## config.mk

```make
export PLATFORM = sky130hd
export DESIGN_NAME = fifo_feed_arbiter_flat
export DESIGN_NICKNAME = d
export VERILOG_FILES = /design/src/rtl/fifo_feed_arbiter_if.sv /design/src/rtl/fifo_feed_arbiter.sv /design/src/flat_wrapper.sv
export SDC_FILE = /design/constraint.sdc
export NUM_CORES = 1
export LEC_CHECK = 0
export CAP_MARGIN = 20
export CORE_ASPECT_RATIO = 0.8
export CORE_MARGIN = 2
export CORE_UTILIZATION = 31
export CTS_BUF_LIST = sky130_fd_sc_hd__clkbuf_4 sky130_fd_sc_hd__clkbuf_8 sky130_fd_sc_hd__clkbuf_16
export DETAILED_ROUTE_END_ITERATION = 16
export PLACE_DENSITY_LB_ADDON = 0.12
export REMOVE_ABC_BUFFERS = 1
export SYNTH_ARGS = -nofsm -noshare
export SYNTH_HDL_FRONTEND = slang
export SYNTH_SLANG_ARGS = --single-unit
```

## constraint.sdc

```tcl
create_clock -name clk -period 3.6 [get_ports clk]
set_input_delay 0.54 -clock clk [delete_from_list [all_inputs] [get_ports clk]]
set_output_delay 0.54 -clock clk [all_outputs]
set_load 0.01 [all_outputs]
```

## src/rtl/fifo_feed_arbiter_if.sv

```systemverilog
// Bundle of the reader-side and FIFO-side handshake signals of fifo_feed_arbiter.
// The master modport is the arbiter; the slave modport is the readers/FIFO environment.
interface fifo_feed_arbiter_if #(
    parameter int WIDTH = 32
);
    logic [2:0]       src_req;
    logic [WIDTH-1:0] src_data0;
    logic [WIDTH-1:0] src_data1;
    logic [WIDTH-1:0] src_data2;
    logic [2:0]       src_cen;
    logic [2:0]       src_restart;
    logic             rewind;
    logic             fifo_rd;
    logic             fifo_wr;
    logic [WIDTH-1:0] fifo_din;
    logic [1:0]       fifo_src;
    logic             busy;

    modport master (
        input  src_req, src_data0, src_data1, src_data2, rewind, fifo_rd,
        output src_cen, src_restart, fifo_wr, fifo_din, fifo_src, busy
    );

    modport slave (
        output src_req, src_data0, src_data1, src_data2, rewind, fifo_rd,
        input  src_cen, src_restart, fifo_wr, fifo_din, fifo_src, busy
    );
endinterface

```

## src/rtl/fifo_feed_arbiter.sv

```systemverilog
// Round-robin scheduler sharing one FIFO write port between three stimulus readers,
// with a credit counter that mirrors FIFO occupancy so a full queue is never written.
module fifo_feed_arbiter #(
    parameter int WIDTH = 32,
    parameter int DEPTH = 16,
    parameter int BURST = 4
) (
    input  logic                clk,
    input  logic                reset,
    fifo_feed_arbiter_if.master bus
);
    localparam int CW = $clog2(DEPTH + 1);
    localparam logic [CW-1:0] FULL      = CW'(DEPTH);
    localparam logic [CW-1:0] ONE       = CW'(1);
    localparam logic [3:0]    LAST_BEAT = 4'(BURST - 1);

    typedef enum logic [1:0] {S_IDLE, S_BURST, S_DRAIN, S_RESTART} state_t;

    state_t           state_q, state_d;
    logic [1:0]       grant_q, grant_d;
    logic [1:0]       last_q, last_d;
    logic [3:0]       beat_q, beat_d;
    logic [CW-1:0]    credits_q;
    logic             wr_q;
    logic [WIDTH-1:0] din_q;
    logic [1:0]       src_q;
    logic [2:0]       cen;
    logic [2:0]       restart;
    logic [WIDTH-1:0] sel_data;
    logic             inc, dec;

    // First requester strictly after `last`, wrapping; returns `last` only if it alone asks.
    function automatic logic [1:0] rr_pick(input logic [1:0] last, input logic [2:0] req);
        logic [1:0] pick;
        logic       found;
        int         c;
        pick  = last;
        found = 1'b0;
        for (int k = 1; k <= 3; k++) begin
            c = (int'(last) + k) % 3;
            if (!found && req[c]) begin
                pick  = 2'(c);
                found = 1'b1;
            end
        end
        return pick;
    endfunction

    // NOTE: every output of this block gets a default first, so no path leaves a latch.
    always_comb begin
        state_d = state_q;
        grant_d = grant_q;
        last_d  = last_q;
        beat_d  = beat_q;
        cen     = 3'b000;
        restart = 3'b000;
        case (state_q)
            S_IDLE: begin
                if (bus.rewind) begin
                    state_d = S_DRAIN;
                end else if (|bus.src_req) begin
                    grant_d = rr_pick(last_q, bus.src_req);
                    beat_d  = 4'd0;
                    state_d = S_BURST;
                end
            end
            S_BURST: begin
                if (bus.rewind) begin
                    last_d  = grant_q;
                    state_d = S_DRAIN;
                end else if (!bus.src_req[grant_q]) begin
                    last_d  = grant_q;
                    state_d = S_IDLE;
                end else if (credits_q != '0) begin
                    cen[grant_q] = 1'b1;
                    beat_d       = beat_q + 4'd1;
                    if (beat_q == LAST_BEAT) begin
                        last_d  = grant_q;
                        state_d = S_IDLE;
                    end
                end
            end
            S_DRAIN: begin
                // The write for the final cen lands one cycle later; wait it out.
                if (!wr_q) state_d = S_RESTART;
            end
            S_RESTART: begin
                restart = 3'b111;
                last_d  = 2'd2;
                state_d = S_IDLE;
            end
            default: state_d = S_IDLE;
        endcase
    end

    always_comb begin
        case (grant_q)
            2'd0:    sel_data = bus.src_data0;
            2'd1:    sel_data = bus.src_data1;
            default: sel_data = bus.src_data2;
        endcase
    end

    assign dec = |cen;
    assign inc = bus.fifo_rd && (credits_q != FULL);

    // NOTE: sequential state uses non-blocking assignments so all registers update together.
    always_ff @(posedge clk) begin
        if (reset) begin
            state_q   <= S_IDLE;
            grant_q   <= 2'd0;
            last_q    <= 2'd2;
            beat_q    <= 4'd0;
            credits_q <= FULL;
            wr_q      <= 1'b0;
            din_q     <= '0;
            src_q     <= 2'd0;
        end else begin
            state_q <= state_d;
            grant_q <= grant_d;
            last_q  <= last_d;
            beat_q  <= beat_d;
            wr_q    <= dec;
            if (inc && !dec)      credits_q <= credits_q + ONE;
            else if (dec && !inc) credits_q <= credits_q - ONE;
            if (dec) begin
                din_q <= sel_data;
                src_q <= grant_q;
            end
        end
    end

    assign bus.src_cen     = cen;
    assign bus.src_restart = restart;
    assign bus.fifo_wr     = wr_q;
    assign bus.fifo_din    = din_q;
    assign bus.fifo_src    = src_q;
    assign bus.busy        = (state_q != S_IDLE) || wr_q;
endmodule

```

## src/flat_wrapper.sv

```systemverilog
// flat-port wrapper written by rule: the top's interface ports become plain ports
module fifo_feed_arbiter_flat 
#(
    parameter int WIDTH = 32,
    parameter int DEPTH = 16,
    parameter int BURST = 4
)
  (clk, reset, bus_src_req, bus_src_data0, bus_src_data1, bus_src_data2, bus_rewind, bus_fifo_rd, bus_src_cen, bus_src_restart, bus_fifo_wr, bus_fifo_din, bus_fifo_src, bus_busy);
  fifo_feed_arbiter_if #(.WIDTH(WIDTH)) bus_i ();
  input  logic clk;
  input  logic reset;
  input wire logic [$bits(bus_i.src_req)-1:0] bus_src_req;
  input wire logic [$bits(bus_i.src_data0)-1:0] bus_src_data0;
  input wire logic [$bits(bus_i.src_data1)-1:0] bus_src_data1;
  input wire logic [$bits(bus_i.src_data2)-1:0] bus_src_data2;
  input wire logic [$bits(bus_i.rewind)-1:0] bus_rewind;
  input wire logic [$bits(bus_i.fifo_rd)-1:0] bus_fifo_rd;
  output wire logic [$bits(bus_i.src_cen)-1:0] bus_src_cen;
  output wire logic [$bits(bus_i.src_restart)-1:0] bus_src_restart;
  output wire logic [$bits(bus_i.fifo_wr)-1:0] bus_fifo_wr;
  output wire logic [$bits(bus_i.fifo_din)-1:0] bus_fifo_din;
  output wire logic [$bits(bus_i.fifo_src)-1:0] bus_fifo_src;
  output wire logic [$bits(bus_i.busy)-1:0] bus_busy;
  assign bus_i.src_req = bus_src_req;
  assign bus_i.src_data0 = bus_src_data0;
  assign bus_i.src_data1 = bus_src_data1;
  assign bus_i.src_data2 = bus_src_data2;
  assign bus_i.rewind = bus_rewind;
  assign bus_i.fifo_rd = bus_fifo_rd;
  assign bus_src_cen = bus_i.src_cen;
  assign bus_src_restart = bus_i.src_restart;
  assign bus_fifo_wr = bus_i.fifo_wr;
  assign bus_fifo_din = bus_i.fifo_din;
  assign bus_fifo_src = bus_i.fifo_src;
  assign bus_busy = bus_i.busy;
  fifo_feed_arbiter #(.WIDTH(WIDTH), .DEPTH(DEPTH), .BURST(BURST)) u_core (.clk(clk), .reset(reset), .bus(bus_i));
endmodule
```

## After elaboration in Yosys (flattened, before gate mapping)

Index checks and enable logic that the tools add are counted.

| word-level totals | value |
|---|---|
| register bits after elaboration | 50 |
| bits of input ports | 103 |
| output and inout port bits | 42 |
| word-level logic and storage cells | 113 |

| cells by class | value |
|---|---|
| add/sub/neg operators | 6 |
| divide/modulo/power cells | 3 |
| order comparisons | 5 |
| equal/unequal tests | 15 |
| mux-type cells | 51 |
| bitwise gates (word level) | 1 |
| reductions and logical operators | 24 |

Operators with widths:

| kind | number |
|---|---|
| less-than comparator 32 x 4 -> 1 bit, second input constant | 3 |
| remainder unit 32 x 3 -> 32 bit, second input constant | 3 |
| case mux 32 bit (2 select lines) | 1 |
| two-way mux 2 bit | 14 |
| two-way mux 4 bit | 5 |
| two-way mux 1 bit | 16 |
| two-way mux 3 bit | 5 |
| two-way mux 5 bit | 2 |
| binary-select mux 1 bit (select 2 bit) | 4 |
| inequality test 4 bit, second input constant | 2 |
| case mux 2 bit (4 select lines) | 1 |
| case mux 4 bit (2 select lines) | 1 |
| nonzero test 2 bit | 4 |
| adder 2 x 2 -> 3 bit, second input constant | 2 |
| logical AND 1 bit | 6 |
| inequality test 2 x 1 -> 1 bit, second input constant | 3 |
| inequality test 2 bit, second input constant | 3 |
| AND reduction 3 bit | 2 |
| AND reduction 6 bit | 1 |
| OR reduction 3 bit | 2 |
| adder 5 x 1 -> 5 bit, second input constant | 1 |
| inequality test 5 bit, second input constant | 1 |
| nonzero test 5 bit | 1 |
| subtractor 5 x 1 -> 5 bit, second input constant | 1 |
| 15 further kinds | 21 |

## Longest topological paths before layout

Gate-level depths: netlist (run 1).

| logic depth | value |
|---|---|
| depth after elaboration | 18 |
| gate-level depth with buffers | 14 |
| depth with buffers taken out | 12 |

## Worst setup path after synthesis (run 1)

No wires, ideal clock.

| timing | value |
|---|---|
| kind | input port to flip-flop |
| start point | input bus_src_req[1] |
| end point | register u_core.credits_q[4] |
| library setup time | 0.072 ns |
| data arrival time | 2.864 ns |
| data required time | 3.528 ns |
| path slack | 0.665 ns |
| stages | 13 |
| buffers on the path | 2 |
| cell sequence | buf_2 mux2i_1 o21a_2 nor3_4 inv_4 buf_4 ha_1 inv_1 ha_1 a21o_1 a21oi_1 mux2i_1 mux2i_1 |

| between the ends | value |
|---|---|
| word-level cells in the longest chain between the ends | 9 |
| elaborated cells between the ends (all ways) | 11 |
| those cells by class | mux: 6; reduce/logical: 5 |

RTL lines:

| item | line | text |
|---|---|---|
| start, declared | flat_wrapper.sv:12 | `input wire logic [$bits(bus_i.src_req)-1:0] bus_src_req;` |
| binary-select mux 1 bit (select 2 bit) * | fifo_feed_arbiter.sv:71 | `end else if (!bus.src_req[grant_q]) begin` |
| two-way mux 1 bit (not written as such) * | fifo_feed_arbiter.sv:71 |  |
| two-way mux 3 bit * | fifo_feed_arbiter.sv:71 |  |
| two-way mux 3 bit * | fifo_feed_arbiter.sv:68 | `if (bus.rewind) begin` |
| two-way mux 3 bit * | fifo_feed_arbiter.sv:57 | `case (state_q)` |
| OR reduction 3 bit * | fifo_feed_arbiter.sv:104 | `assign dec = \|cen;` |
| zero test 1 bit | fifo_feed_arbiter.sv:124 | `if (inc && !dec) credits_q <= credits_q + ONE;` |
| logical AND 1 bit | fifo_feed_arbiter.sv:124 |  |
| two-way mux 5 bit or nonzero test 2 bit (tied branches) | -- |  |
| end signal, assigned | fifo_feed_arbiter.sv:124 |  |
| end signal, assigned | fifo_feed_arbiter.sv:125 | `else if (dec && !inc) credits_q <= credits_q - ONE;` |
| end, declared | fifo_feed_arbiter.sv:23 | `logic [CW-1:0] credits_q;` |

Mark *: on every way between the ends. The rest lies on a longest branch, timed or not. The select of a mux whose other input is x is not followed.
A chain may end at the register's enable or synchronous reset.

## Worst setup path in the final report (run 1)

| timing | value |
|---|---|
| start point | input bus_src_req[0] |
| end point | output bus_src_cen[2] |

| between the ends | value |
|---|---|
| word-level cells in the longest chain between the ends | 5 |

RTL lines:

| item | line | text |
|---|---|---|
| binary-select mux 1 bit (select 2 bit) | fifo_feed_arbiter.sv:71 |  |
| two-way mux 1 bit (not written as such) | fifo_feed_arbiter.sv:71 |  |
| two-way mux 3 bit | fifo_feed_arbiter.sv:71 |  |
| two-way mux 3 bit | fifo_feed_arbiter.sv:68 |  |
| two-way mux 3 bit | fifo_feed_arbiter.sv:57 |  |
| end, declared | flat_wrapper.sv:18 | `output wire logic [$bits(bus_i.src_cen)-1:0] bus_src_cen;` |

Every way passes these cells. The select of a mux whose other input is x is not followed.

==> run summary, run 1 <==
worst endpoint required time - 3060 ps
Final nets - 642
min-delay worst type - reg -> reg
Hold Buf Count CTS - 0
sequential cell fraction of total power - 36.4%
I/O Pins - 145
Fin Clk Skew - 3.64 ps
Die ar. - 0.0107 mm2
most frequent cell after synthesis - nand2_1
Yosys warnings - 0
hpwl dp - 6.34 mm
Cell Count, Final, Fillers Out - 651
Worst slew margin - 59.0%
final setup violation count - 0
critical path class - in -> out
Synth Register Bits - 50
fmax - 0.294 GHz
Die Span Y - 92.7 um
period utilisation layout - 94.4%
synthesized area per cell - 7.57 um2
Distinct cells, synth - 51
Leakage - 1.62 nW
Setup TNS - 0 ps
cell taking the most area after synthesis - dfxtp_1
Slew @ Worst Pin - 614 ps
combinational fraction of design power - 36.3%
Cell Rows - 32
cell total after placement - 643
DR vias/cell - 4.80
sequential area share after synthesis - 32.8%
vias in the first global route - 2,889
RePlAce Congestion - 0.805
switching fraction of total power - 30.8%
synth top area cells - dfxtp_1 (33%), nand2_1 (13%), mux2i_1 (12%)
H-tree depth - 2
port buffer count - 144
largest net degree at the start of global routing - 71
Post-DRT Antenna Nets - 0
Tmin final - 3400 ps
Yosys top cell area share - 32.8%
max-cap violations - 0
area of the multi-input gates - 0.00183 mm2
Critical Path End Type - output port
fill count - 954
power density cells - 371 mW/mm2
Area Overhead vs Synth - 53.9%
final slew viol count - 0
Net Switching - 0.000537 W
CTS root buf - clkbuf_16
GRT Residual Overflow - 0
Synth Cell Area - 0.00305 mm2
Arrival @ worst endpoint - 2860 ps
EDFF count, synth - 0
Critical Path Fanout Max - 36
RSZ-0062 raised after global routing - false
final hold violations - 0
WL/cell - 12.8 um
Max clock buf depth - 2
GRT Total Usage - 15.7%
DRT Pass-1 Iters - 4
initial antenna violation count - 0
final routed DRC violation total - 0
core area - 0.00961 mm2
Clk pin slew, worst setup/hold paths - 60 ps
Syn Inst Count - 403
latest clock arrival within the worst-skew pair - 280 ps
Int Pwr - 0.00121 W
ant diodes - 0
crit start category - input pin
post-CTS sizing - 0
CTS Sinks - 50
register area - 0.00100 mm2
via count - 3,122
status - completed
clock share of power - 27.3%
peak supply drop - 0.282 mV
total chip power - 0.00174 W
Num CTS Buffers - 5
Initial DRC Count - 175
Initial Util - 31.7%
share of cells above drive strength 1 - 5.64%
most instantiated cells after synthesis - nand2_1 (103), dfxtp_1 (50), o21ai_0 (40)
ys flop type - dfxtp_1
Post-Route WL - 8.36 mm
TritonCTS clock tree - done
Post-CTS Setup Bufs - 0
first-pass GRT wire length - 13.7 mm
Die Wd - 115 um
ys async rst share - 0%
[cell usage in the layout (no fill, tap or decap), drive strengths merged, types with 3 or more instances in the layout]
cell | Yosys | final
a211oi | 3 | 3
a21oi | 39 | 39
buf | 18 | 10
clkbuf | 14 | 6
clkdlybuf4s50 | 0 | 143
dfxtp | 50 | 50
ha | 7 | 7
inv | 13 | 13
mux2i | 37 | 37
nand2 | 103 | 103
nand2b | 3 | 3
nand3 | 4 | 4
nand3b | 6 | 6
nor2 | 16 | 16
nor2b | 5 | 5
nor3 | 8 | 8
nor3b | 3 | 3
nor4 | 3 | 3
o21ai | 41 | 41
xnor2 | 3 | 3
[cell type report]
| type | instances | share of cell area, % |
|---|---|---|
| inverter | 13 | 1.09 |
| tap | 119 | 3.17 |
| multi-input combinational | 308 | 39.1 |
| timing repair buffer | 153 | 32.1 |
| clock inverter | 2 | 0.267 |
| sequential | 50 | 21.4 |
| clock buffer | 6 | 2.96 |
[per-layer routing]
metal	global-route usage, %	vias up	part of all wire (%)
met1	20.7	1415	46
met4	2.11	0	0.60
li1	-	1625	-
met2	25.9	78	48
met5	0	-	0
met3	4.58	4	6.2
[registers in the layout, indices dropped and copies added, names as in the netlist]
| signal | cells |
|---|---|
| u_core.bus.fifo_din | 32 |
| u_core.credits_q | 5 |
| u_core.beat_q | 4 |
| u_core.bus.fifo_src | 2 |
| u_core.grant_q | 2 |
| u_core.last_q | 2 |
| u_core.state_q | 2 |
| u_core.bus.fifo_wr | 1 |
[stage by stage]
step / instance area [um2] / hold WS, ps / worst slack [ps] / util (%)
after floorplan: 2890 / 473 / -785 / -
after global placement: 4540 / 442 / 257 / 47.3
after detailed placement: 4540 / 446 / 180 / 47.3
after CTS: 4690 / 455 / 180 / 48.8
after global routing: 4690 / 472 / 41.9 / 48.8
final: 4690 / 452 / 203 / 48.8
[cell families after synthesis]
group                      Yosys count  synth area share, %
and+or+nand+nor                    157                 23.6
AOI/OAI and AO/OA                   99                 18.7
DFF                                 50                 32.8
buffers and inverters               45                 7.06
muxes                               39                 12.9
adders and majority gates            8                 3.53
xor gates and xnor gates             5                 1.44
[final timing paths]
kind	startpoint	to	slack, ps	cells past startpoint
worst min-delay path	u_core.bus.fifo_din[27]	u_core.bus.fifo_din[27]	450	2
worst max-delay path	bus_src_req[0]	bus_src_cen[2]	200	7
worst min register to register	u_core.bus.fifo_din[27]	u_core.bus.fifo_din[27]	450	2
worst max register to register	u_core.credits_q[0]	u_core.credits_q[4]	710	11
[power by group through the flow]
stage / combinational (W) / clock (W) / sequential [W]
5_1_grt: 0.000708 / 0.000520 / 0.000642
6_report: 0.000632 / 0.000475 / 0.000635
3_3_place_gp: 0.000625 / 0 / 0.000646
2_1_floorplan: 0.000368 / 0 / 0.000669
3_5_place_dp: 0.000639 / 0 / 0.000647
4_1_cts: 0.000640 / 0.000490 / 0.000635
[worst max-delay path, stage by stage]
cell and delay [ps]:
clkdlybuf4s50_1 590, mux2i_1 110, o21a_2 250, nor3_4 220, buf_4 380, and3_1 210
clkdlybuf4s50_1 530
(Power assumes the default switching activity.)
==> run 2: changes to the inputs <==
Settings changed: MAX_ROUTING_LAYER from default to met4.
Clock period 3.6 ns to 2.85 ns, I/O delays scaled along.
==> run 2 against run 1 <==
  * First-iteration DRC count is 21% higher
  * Highest routed layer unchanged
  * Largest cell class unchanged
  * Flip-flop and latch count is the same
  * Combinational power grew 37%
  * Critical path depth fell by 1
  * Routed wire length increased by 2.3%
  * Register-to-register slack got worse by 560 ps
  * Sequential share of layout area down 0.32 points
  * Non-clock buffer count grew 8
  * Setup slack worse by 66 ps
  * Clock power is 27% higher
  * Worst hold slack is essentially flat
==> run summary, run 2 (same netlist as run 1, synthesis figures left out) <==
Net Switching - 0.000694 W
Post-Route WL - 8.55 mm
final setup violation count - 0
min-delay worst type - reg -> reg
share of cells above drive strength 1 - 7.41%
most frequent cells in the layout - clkdlybuf4s50_1 (141), nand2_1 (103), dfxtp_1 (48), o21ai_0 (40), a21oi_1 (38)
RePlAce Congestion - 0.794
family with the most delay on the worst path - simple AND/OR/NAND/NOR gates
power density cells - 476 mW/mm2
ant diodes - 0
Initial Util - 31.7%
fmax - 0.369 GHz
TritonCTS clock tree - done
Clk pin slew, worst setup/hold paths - 70 ps
final hold violations - 0
GRT Total Usage - 15.9%
Slew @ Worst Pin - 604 ps
peak supply drop - 0.286 mV
DR vias/cell - 4.75
DRT Pass-1 Iters - 4
critical path class - reg -> out
hpwl dp - 6.34 mm
Setup TNS - 0 ps
fill count - 977
GRT Residual Overflow - 0
CTS Sinks - 50
Die Wd - 115 um
Reg-to-Reg Start - u_core.credits_q[0]
worst hold slack - 452 ps
CP max-delay cell - or4_4
largest net degree at the start of global routing - 71
Critical Path Fanout Max - 4
Max clock buf depth - 2
sequential cell fraction of total power - 35.3%
period utilisation layout - 95.2%
r2r endpoint - u_core.credits_q[3]
WL/cell - 13.0 um
crit-path max cell delay - 590 ps
Leakage - 1.69 nW
cell total after placement - 650
crit start category - flip-flop
clock share of power - 26.7%
Cell Count, Final, Fillers Out - 659
CP bufs+invs - 2
first-pass GRT wire length - 13.4 mm
port buffer count - 144
hold_sp - u_core.bus.fifo_din[7]
vias in the first global route - 2,818
combinational fraction of design power - 38.1%
Hold Buf Count CTS - 0
crit-path cells - or4_4, o21ai_4, nor3_4, buf_4, and3_1, clkdlybuf4s50_1
worst endpoint required time - 2420 ps
Final nets - 650
CTS root buf - clkbuf_16
via count - 3,132
Num CTS Buffers - 5
max-cap violations - 0
met2 Use GR - 26.7%
Initial DRC Count - 211
worst hold endpoint - u_core.bus.fifo_din[7]
latest clock arrival within the worst-skew pair - 280 ps
R2R Setup Slk - 150 ps
Arrival @ worst endpoint - 2290 ps
Post-DRT Antenna Nets - 0
reg2reg path depth - 13
Critical Path End Type - output port
commonest non-fill, non-tap cell in the layout - clkdlybuf4s50_1
Int Pwr - 0.00157 W
GR Layer Usage met1 - 19.8%
Area Overhead vs Synth - 56.2%
status - completed
initial antenna violation count - 0
I/O Pins - 145
met3 Use GR - 3.93%
Tmin final - 2710 ps
final routed DRC violation total - 0
GRT busiest layer - met2
Die ar. - 0.0107 mm2
final slew viol count - 0
core area - 0.00961 mm2
H-tree depth - 2
Die Span Y - 92.7 um
Cell Rows - 32
switching fraction of total power - 30.6%
WHS Path Cells - 2
Fin Clk Skew - 4.52 ps
Worst slew margin - 59.8%
Largest register FFs - 32
[run 2: stage by stage]
stage / area [um2] / util [%] / total power (W) / worst slack, ps
after floorplan: 2890 / - / 0.00131 / -1530
after global routing: 4760 / 49.6 / 0.00243 / -0.430
after global placement: 4590 / 47.8 / 0.00164 / 16.2
final: 4760 / 49.6 / 0.00227 / 137
after detailed placement: 4590 / 47.8 / 0.00167 / -56.6
after CTS: 4740 / 49.4 / 0.00228 / 38.8
[run 2: timing repair]
item	in CTS	in global routing
buffers inserted	0	1
setup endpoints to repair	0	4
resized for setup	0	4
[run 2: layer usage]
layer	share of wire [%]	up-vias	routed length (um)
met5	0	-	0
met4	0.51	0	44
met3	6.3	2	540
met2	49	80	4170
met1	44	1412	3790
li1	-	1638	-
[run 2: power groups by stage]
stage               clock (W)  sequential (W)  combinational (W)
finish               0.000605        0.000800           0.000864
CTS                  0.000626        0.000800           0.000856
global route         0.000658        0.000807           0.000967
global placement            0        0.000812           0.000824
floorplan                   0        0.000845           0.000465
detailed placement          0        0.000814           0.000851
[run 2: how the worst max path moves through the flow]
stage	from	slack, ps	cells after the start	end
final	u_core.credits_q[0]	140	6	bus_src_cen[2]
after global placement	bus_src_req[1]	20	12	u_core.credits_q[4]
after CTS	bus_src_req[0]	40	8	bus_src_cen[1]
after detailed placement	bus_src_req[0]	-60	14	u_core.credits_q[3]
after global routing	u_core.credits_q[0]	-0.4	13	u_core.credits_q[3]
after floorplan	u_core.grant_q[0]	-1530	11	u_core.credits_q[4]
[run 2: worst reg2reg max path: stages (launching register included)]
cell and delay, ps:
dfxtp_1 350, or4_4 590, o21ai_4 220, nor3_4 60, inv_4 50, ha_2 200
inv_1 60, buf_4 140, ha_1 280, a21o_1 180, a21oi_1 170, xnor2_1 90
mux2i_1 130, nor2_1 50
[run 2: layout make-up]
class	count	area, um2	area share, %
multi-input combinational	308	1840	38.6
timing repair buffer	161	1570	32.9
sequential	50	1000	21.1
tap	119	149	3.13
clock buffer	7	146	3.07
inverter	13	51.3	1.08
clock inverter	1	5.00	0.105
